## config.mk

```make
export PLATFORM = sky130hd
export DESIGN_NAME = ssd_scan_flat
export DESIGN_NICKNAME = d
export VERILOG_FILES = /design/src/rtl/ssd_scan_if.sv /design/src/rtl/ssd_scan.sv /design/src/flat_wrapper.sv
export SDC_FILE = /design/constraint.sdc
export NUM_CORES = 1
export LEC_CHECK = 0
export BUFFER_PORTS_ARGS = -buffer_cell sky130_fd_sc_hd__buf_4
export CAP_MARGIN = 30
export CORE_MARGIN = 4
export CORE_UTILIZATION = 40
export CTS_BUF_LIST = sky130_fd_sc_hd__clkbuf_16
export DETAILED_ROUTE_END_ITERATION = 6
export GPL_TIMING_DRIVEN = 0
export HOLD_SLACK_MARGIN = 0.15
export REMOVE_ABC_BUFFERS = 1
export SLEW_MARGIN = 20
export SYNTH_ARGS = -nofsm -noshare
export SYNTH_HDL_FRONTEND = slang
export SYNTH_SLANG_ARGS = --single-unit
```

## constraint.sdc

```tcl
create_clock -name ssd_clk -period 4.6 [get_ports ssd_clk]
set_clock_uncertainty 0.1 [all_clocks]
set_input_delay 0.46 -clock ssd_clk [delete_from_list [all_inputs] [get_ports ssd_clk]]
set_output_delay 0.46 -clock ssd_clk [all_outputs]
set_load 0.02 [all_outputs]
```

## src/rtl/ssd_scan_if.sv

```systemverilog
// Display-side bundle for ssd_scan: scan controls and digit data in,
// registered active-low segment/anode drive and frame pulse out.
interface ssd_scan_if #(
  parameter int DIGITS = 4
);
  logic                  ssd_en;
  logic [DIGITS*4-1:0]   ssd_din;
  logic [DIGITS-1:0]     ssd_dp_in;
  logic [6:0]            ssd_seg;
  logic                  ssd_dp;
  logic [DIGITS-1:0]     ssd_an;
  logic                  ssd_frame;

  modport master (
    output ssd_en, ssd_din, ssd_dp_in,
    input  ssd_seg, ssd_dp, ssd_an, ssd_frame
  );

  modport slave (
    input  ssd_en, ssd_din, ssd_dp_in,
    output ssd_seg, ssd_dp, ssd_an, ssd_frame
  );
endinterface

```

## src/rtl/ssd_scan.sv

```systemverilog
// Multiplexed hex seven-segment scanner with per-frame digit snapshot.
// Optional leading-zero blanking is enabled by defining SSD_LZ_BLANK_EN.
module ssd_scan #(
  parameter int DIGITS      = 4,
  parameter int REFRESH_DIV = 100000
) (
  input  logic       ssd_clk,
  input  logic       ssd_rst,
  ssd_scan_if.slave  bus
);
  localparam int IW = (DIGITS > 1) ? $clog2(DIGITS) : 1;
  localparam int PW = (REFRESH_DIV > 1) ? $clog2(REFRESH_DIV) : 1;
  localparam logic [IW-1:0] IDX_LAST = IW'(DIGITS - 1);
  localparam logic [PW-1:0] PRE_LAST = PW'(REFRESH_DIV - 1);

  logic                 en_q;
  logic [PW-1:0]        presc_q, presc_nxt;
  logic [IW-1:0]        idx_q, idx_nxt;
  logic [DIGITS*4-1:0]  snap_din_q;
  logic [DIGITS-1:0]    snap_dp_q;
  logic                 snap_ld;
  logic [6:0]           seg_q, seg_nxt;
  logic                 dp_q, dp_nxt;
  logic [DIGITS-1:0]    an_q, an_nxt;
  logic                 frame_q, frame_nxt;
  logic                 run, tc, wrap;
  logic [3:0]           digit_sel;
  logic                 dp_sel;
  logic                 lz_sel;
  logic [DIGITS-1:0]    lz_blank;

  function automatic logic [6:0] seg_decode(input logic [3:0] d);
    case (d)
      4'h0: seg_decode = 7'b1000000;
      4'h1: seg_decode = 7'b1111001;
      4'h2: seg_decode = 7'b0100100;
      4'h3: seg_decode = 7'b0110000;
      4'h4: seg_decode = 7'b0011001;
      4'h5: seg_decode = 7'b0010010;
      4'h6: seg_decode = 7'b0000010;
      4'h7: seg_decode = 7'b1111000;
      4'h8: seg_decode = 7'b0000000;
      4'h9: seg_decode = 7'b0010000;
      4'hA: seg_decode = 7'b0001000;
      4'hB: seg_decode = 7'b0000011;
      4'hC: seg_decode = 7'b1000110;
      4'hD: seg_decode = 7'b0100001;
      4'hE: seg_decode = 7'b0000110;
      default: seg_decode = 7'b0001110;
    endcase
  endfunction

`ifdef SSD_LZ_BLANK_EN
  logic lz_zero;
  // A digit is a leading zero only if every digit from it upward is zero.
  always_comb begin
    lz_blank = '0;
    lz_zero  = 1'b1;
    for (int k = DIGITS - 1; k >= 1; k--) begin
      lz_zero     = lz_zero & (snap_din_q[4*k +: 4] == 4'h0);
      lz_blank[k] = lz_zero & ~snap_dp_q[k];
    end
  end
`else
  always_comb begin
    lz_blank = '0;
  end
`endif

  always_comb begin
    digit_sel = '0;
    dp_sel    = 1'b0;
    lz_sel    = 1'b0;
    for (int k = 0; k < DIGITS; k++) begin
      if (idx_q == IW'(k)) begin
        digit_sel = snap_din_q[4*k +: 4];
        dp_sel    = snap_dp_q[k];
        lz_sel    = lz_blank[k];
      end
    end
  end

  // Scanning starts one clock after enable is seen, so the first digit-0 dwell is full length.
  always_comb begin
    run       = bus.ssd_en & en_q;
    tc        = (presc_q == PRE_LAST);
    wrap      = tc & (idx_q == IDX_LAST);
    presc_nxt = '0;
    idx_nxt   = '0;
    snap_ld   = 1'b1;
    frame_nxt = 1'b0;
    an_nxt    = '1;
    seg_nxt   = '1;
    dp_nxt    = 1'b1;
    if (run) begin
      presc_nxt = tc ? '0 : presc_q + PW'(1);
      if (tc) begin
        idx_nxt = (idx_q == IDX_LAST) ? '0 : idx_q + IW'(1);
      end else begin
        idx_nxt = idx_q;
      end
      snap_ld   = wrap;
      frame_nxt = wrap;
      if (!lz_sel) begin
        an_nxt  = ~(DIGITS'(1) << idx_q);
        seg_nxt = seg_decode(digit_sel);
        dp_nxt  = ~dp_sel;
      end
    end
  end

  always_ff @(posedge ssd_clk or posedge ssd_rst) begin
    if (ssd_rst) begin
      en_q       <= 1'b0;
      presc_q    <= '0;
      idx_q      <= '0;
      snap_din_q <= '0;
      snap_dp_q  <= '0;
      seg_q      <= '1;
      dp_q       <= 1'b1;
      an_q       <= '1;
      frame_q    <= 1'b0;
    end else begin
      en_q    <= bus.ssd_en;
      presc_q <= presc_nxt;
      idx_q   <= idx_nxt;
      if (snap_ld) begin
        snap_din_q <= bus.ssd_din;
        snap_dp_q  <= bus.ssd_dp_in;
      end
      seg_q   <= seg_nxt;
      dp_q    <= dp_nxt;
      an_q    <= an_nxt;
      frame_q <= frame_nxt;
    end
  end

  assign bus.ssd_seg   = seg_q;
  assign bus.ssd_dp    = dp_q;
  assign bus.ssd_an    = an_q;
  assign bus.ssd_frame = frame_q;
endmodule

```

## src/flat_wrapper.sv

```systemverilog
// flat-port wrapper written by rule: the top's interface ports become plain ports
module ssd_scan_flat 
#(
  parameter int DIGITS      = 4,
  parameter int REFRESH_DIV = 100000
)
  (ssd_clk, ssd_rst, bus_ssd_en, bus_ssd_din, bus_ssd_dp_in, bus_ssd_seg, bus_ssd_dp, bus_ssd_an, bus_ssd_frame);
  ssd_scan_if #(.DIGITS(DIGITS)) bus_i ();
  input  logic ssd_clk;
  input  logic ssd_rst;
  input wire logic [$bits(bus_i.ssd_en)-1:0] bus_ssd_en;
  input wire logic [$bits(bus_i.ssd_din)-1:0] bus_ssd_din;
  input wire logic [$bits(bus_i.ssd_dp_in)-1:0] bus_ssd_dp_in;
  output wire logic [$bits(bus_i.ssd_seg)-1:0] bus_ssd_seg;
  output wire logic [$bits(bus_i.ssd_dp)-1:0] bus_ssd_dp;
  output wire logic [$bits(bus_i.ssd_an)-1:0] bus_ssd_an;
  output wire logic [$bits(bus_i.ssd_frame)-1:0] bus_ssd_frame;
  assign bus_i.ssd_en = bus_ssd_en;
  assign bus_i.ssd_din = bus_ssd_din;
  assign bus_i.ssd_dp_in = bus_ssd_dp_in;
  assign bus_ssd_seg = bus_i.ssd_seg;
  assign bus_ssd_dp = bus_i.ssd_dp;
  assign bus_ssd_an = bus_i.ssd_an;
  assign bus_ssd_frame = bus_i.ssd_frame;
  ssd_scan #(.DIGITS(DIGITS), .REFRESH_DIV(REFRESH_DIV)) u_core (.ssd_clk(ssd_clk), .ssd_rst(ssd_rst), .bus(bus_i));
endmodule
```

Word level (Yosys, flattened, before mapping)

Memory sizes are Yosys's and may differ from the RTL's.
Index checks and enable logic that the tools add are counted.
Widths: inputs -> output; s select.

Add/sub/neg operators: 2
Equality and inequality tests: 5
Shift-type cells: 1
Mux-type cells: 18
Bitwise operators: 4
Reduce and logical (&&, ||, !) cells: 1

Operators by type and width:

| operator              | count |
|---|---|
| $mux 17               | 2 |
| $mux 4                | 5 |
| $add 17x1->17 const B | 1 |
| $eq 17x17->1 const B  | 1 |
| $mux 1                | 7 |
| $mux 7                | 1 |
| $mux 2                | 3 |
| $eq 2x2->1 const B    | 2 |
| $not 4->4             | 1 |
| $shl 1x2->4 const A   | 1 |
| $add 2x1->2 const B   | 1 |
| $and 1x1->1           | 2 |
| $eq 2x1->1 const B    | 1 |
| $logic_not 2->1       | 1 |
| $ne 2x2->1 const B    | 1 |
| $not 1->1             | 1 |

Register bits: 53
ROM bits: 112
Memories: 1

Memory list:

| memory          | words | width | read ports | clocked after Yosys merged registers in | wr ports | line           | RTL |
|---|---|---|---|---|---|---|---|
| (no name shown) | 16    | 7     | 1          | 0                                       | 0        | ssd_scan.sv:33 | `case (d)` |

Logic depth before layout (Yosys ltp)

Depth in word-level cells: 7
Mapped depth: 11
Gate-level depth less buffers: 10

Worst setup path before layout

OpenSTA, ideal clock, no wires.

Path kind: register to register
Start point: reg u_core.idx_q[0]
End point: reg u_core.seg_q[3] (netlist: u_core.bus.ssd_seg[3])
Arrival: 2,471 ps
Slack: 1,931 ps
Cell stages (with the launch flop): 11
Buffers on the path: 1
Period minus slack after synthesis: 2,669 ps
Cells stage by stage: dfrtp_1 ha_1 buf_2 nor2b_1 a22oi_1 a221oi_1 inv_1 ha_1 nor2_1 a2111oi_0 a41oi_1

Word-level cells in the longest chain between the ends: 7

Ends and longest elaborated chain:

| item                   | line            | RTL |
|---|---|---|
| start, declared        | ssd_scan.sv:18  | `logic [IW-1:0] idx_q, idx_nxt;` |
| start signal, assigned | ssd_scan.sv:126 | `idx_q <= idx_nxt;` |
| $logic_not 2->1        | ssd_scan.sv:75  | `if (idx_q == IW'(k)) begin` |
| $mux 4 (3 in a row)    | ssd_scan.sv:75  |  |
| $mux 4 (*)             | ssd_scan.sv:75  |  |
| $mem_v2 16x7 (*)       | -               |  |
| $mux 7 (*)             | ssd_scan.sv:95  | `if (run) begin` |
| via u_core.seg_nxt[3]  | ssd_scan.sv:22  | `logic [6:0] seg_q, seg_nxt;` |
| end signal, assigned   | ssd_scan.sv:131 | `seg_q <= seg_nxt;` |
| end, declared          | ssd_scan.sv:22  |  |

Mark *: on every way through the listed nets, which the timed path passes. The rest lies on a longest branch.
A chain may end at the register's enable or synchronous reset.

Worst setup path in the final report

Ends and elaborated chain as after synthesis.

==> flow_summary.toml <==
[run_status]
outcome = "completed"

[clocking]
post_cts_resized = 0
clockBufferDepth = 2
worst_skew_pair.late_latency_ns = 0.29
numClockSinks = 53
post_cts_buffers = 0
cts_htree_levels = 2
cts.clk_slew.worst_paths_ns = 0.06
cts.root.buffer_cell = "sky130_fd_sc_hd__clkbuf_16"
numCtsBuffers = 5
post_cts_hold_fix_bufs = 1
clock_tree_from_tritoncts = "done"

[critical_path]
reg2reg_slack_ns = 1.46
cp_cell_sequence = "inv_1, ha_1, nor2b_1, a22oi_1, a221oi_1, inv_1, ha_1, nor2_1, a2111oi_0, a41oi_1"
timing.rr.start = "u_core.idx_q[0]"
worstReg2RegEnd = "u_core.bus.ssd_seg[3]"
setup.worst_path.class = "reg -> reg"
critPathArrivalTime_ns = 3.21
ff2ff_path_depth = 10
timing.critical_path.slowest_stage_cell = "sky130_fd_sc_hd__a221oi_1"
timing.critical_path.from_type = "register"
crit_path_max_incr_delay_ns = 0.67
data_required_time_of_the_critical_path_ns = 4.66
timing.critical_path.max_delay_family = "compound AO/OA/AOI/OAI gates"
critical_path_peak_fanout = 6
crit_path_end_kind = "register"
worst-path-buf-inv = 2

[placed_design]
dpl.cell_count = 326
hpwl_um = 3370
portBuffers = 35
gp_congestion = 0.819
dp_slack_ns = 1.45

[drt]
detailed_route_drc_error_count = 0
detailroute.via_count = 1721
avgViaCountPerCell = 5.14
detail_route.wl_per_cell_um = 14.5
first_iter_violations = 76
firstDrtPassIters = 6
route.antenna.remaining_nets = 0
postRouteWirelength_um = 4860

[grt]
grt-ovfl-total = 0
global_route_usage_over_all_layers_pct = 12.7
antenna_violations_before_repair = 0
wire_length_of_the_first_global_routing_pass_um = 8390
maximum_number_of_pins_on_one_net_before_global_route_repair = 33
grt_pass1_vias = 1679

[power]
total_power_w = 0.00104
cellLeakagePower_nw = 1.44
power_per_cell_area_mw_per_mm2 = 331
ir_worst_vdd_mv = 0.186

[logic_synthesis]
library_cell_with_the_largest_summed_area_after_synthesis = "sky130_fd_sc_hd__dfrtp_1"
ys_async_sr_fraction_pct = 100
synth_enable_flop_cells = 0
ys_types = 46
synth_top_cell_area_share_pct = 38.3
synth_warnings = 0
syn-instance-count = 224
syn_avg_cell_area_sq_um = 11.9
postSynthRegisterBits = 53
ys_top_cells_by_count = "sky130_fd_sc_hd__dfrtp_1 (41), sky130_fd_sc_hd__nor2_1 (21), sky130_fd_sc_hd__mux2_4 (20)"
syn_area_sq_mm = 0.00268
yosys-top-cells-area = "sky130_fd_sc_hd__dfrtp_1 (38%), sky130_fd_sc_hd__dfstp_2 (12%), sky130_fd_sc_hd__mux2_4 (11%)"
ys.flop_type = "sky130_fd_sc_hd__dfrtp_1"
synthMostInstantiatedCell = "sky130_fd_sc_hd__dfrtp_1"
synth.yosys.seq_area_share_pct = 50.1

[timing]
final-max-slew-violation-count = 0
achievable-frequency_mhz = 318
timing.max_slew.rel_slack_pct = 43.2
worst_slack_ns = 1.46
totalNegativeSetupSlack_ns = 0
period_minus_slack_ns = 3.14
report.final.setup_viol = 0
timing_worst_slew_pin_value_ns = 0.851
grt_setup_unrepaired = "no"
hold_viol = 0
final_cycle_share_pct = 68.4

[die]
die_width_um = 89.8
die_y_um = 89.8
placement_rows = 29
design.core.area_sq_mm = 0.00642
die_area_sq_mm = 0.00806
num_io_pins = 36
start_util_pct = 41.7

[flow_run]
max_cap_viol = 0

[finish]
insertedDiodeCount = 0
drive_above_1_share_pct = 31.8
ff_latch_area_sq_mm = 0.00134
combined_area_of_the_multi_input_logic_cells_sq_mm = 0.00121
final_nets = 291
final_core_util_pct = 48.9
layout.cells.non_filler = 335
layout-area-overhead-vs-synth_pct = 17.4
fillerInstances = 567

[min_path]
timing.hold.worst_endpoint = "u_core.en_q"
hold_path_class = "in -> reg"
hp-start = "bus_ssd_en"
hold_path_depth = 1
## worst register-to-register path: stages, from the launching register on
cell	delay, ns
sky130_fd_sc_hd__dfrtp_1	0.42
sky130_fd_sc_hd__inv_1	0.11
sky130_fd_sc_hd__ha_1	0.24
sky130_fd_sc_hd__nor2b_1	0.26
sky130_fd_sc_hd__a22oi_1	0.10
sky130_fd_sc_hd__a221oi_1	0.67
sky130_fd_sc_hd__inv_1	0.22
sky130_fd_sc_hd__ha_1	0.35
sky130_fd_sc_hd__nor2_1	0.05
sky130_fd_sc_hd__a2111oi_0	0.39
sky130_fd_sc_hd__a41oi_1	0.10
## stage by stage
step	instance area (sq um)	hold WS, ns
final	3140	0.193
after CTS	3140	0.190
after floorplan	2580	0.369
after global placement	2940	0.397
after global routing	3140	0.186
after detailed placement	2970	0.400
## power by group
group	switching [W]	total (W)	internal, W	leakage [nW]
clock network	0.000164	0.000418	0.000255	0.0775
logic	0.0000568	0.000117	0.0000604	0.714
registers	0.0000117	0.000503	0.000492	0.650
total	0.000232	0.00104	0.000807	1.44
## layer usage
metal  vias to the layer above  GRT usage, %  routed length [um]
li1                        848             -                   -
met1                       821          18.6                2530
met2                        45          17.8                1980
met3                         7          3.76                 270
met4                         0          4.21                  71
met5                         -             0                   0
## cells in the final DEF, fill, tap and decap left out, types with 4 or more instances in the layout
cell type                   count
sky130_fd_sc_hd__nand4_1        4
sky130_fd_sc_hd__clkbuf_16      5
sky130_fd_sc_hd__mux2_4        20
sky130_fd_sc_hd__dfrtp_1       41
sky130_fd_sc_hd__nand3_1        7
sky130_fd_sc_hd__dfstp_2       12
sky130_fd_sc_hd__inv_1          8
sky130_fd_sc_hd__nor2_1        21
sky130_fd_sc_hd__nand2_1       17
sky130_fd_sc_hd__ha_1          11
sky130_fd_sc_hd__nor3b_1        4
sky130_fd_sc_hd__buf_4         35
sky130_fd_sc_hd__nor2b_1        4
sky130_fd_sc_hd__xor2_1        12
## worst max-delay path by stage
stage	startpoint	end	slack [ns]	cells past startpoint
6_report	u_core.idx_q[0]	u_core.bus.ssd_seg[3]	1.46	10
5_1_grt	u_core.idx_q[0]	u_core.bus.ssd_seg[3]	0.93	8
4_1_cts	u_core.idx_q[0]	u_core.bus.ssd_seg[3]	1.40	10
3_5_place_dp	u_core.idx_q[0]	u_core.bus.ssd_seg[3]	1.45	10
3_3_place_gp	u_core.idx_q[0]	u_core.bus.ssd_seg[3]	1.40	10
2_1_floorplan	u_core.idx_q[0]	u_core.bus.ssd_seg[3]	1.92	10
## final cells by class
type | count | share of cell area, %
multi-input cells | 150 | 38.5
inverters | 10 | 1.19
flip-flops and latches | 53 | 42.7
well taps | 77 | 3.07
clock inverters | 3 | 1.31
clock buffers | 5 | 3.98
repair buffers | 37 | 9.32
## cells by family (layout without fill, tap and decap cells)
| kind of cell | count (synthesis) | after routing | share of synthesized area [%] |
|---|---|---|---|
| mux | 23 | 23 | 12.3 |
| flops | 53 | 53 | 50.1 |
| simple gates | 78 | 78 | 15.6 |
| compound gates | 23 | 23 | 7.01 |
| fa+ha+maj | 11 | 11 | 5.14 |
| xor+xnor | 15 | 15 | 4.91 |
| buf+inv | 21 | 55 | 4.91 |
## registers in the layout, summed over array words and instances, names as in the netlist
name and cells:
u_core.presc_q 17, u_core.snap_din_q 16, u_core.bus.ssd_seg 7, u_core.bus.ssd_an 4, u_core.snap_dp_q 4, u_core.idx_q 2, u_core.bus.ssd_dp 1, u_core.bus.ssd_frame 1
u_core.en_q 1
Power figures use the tool's default switching activity.
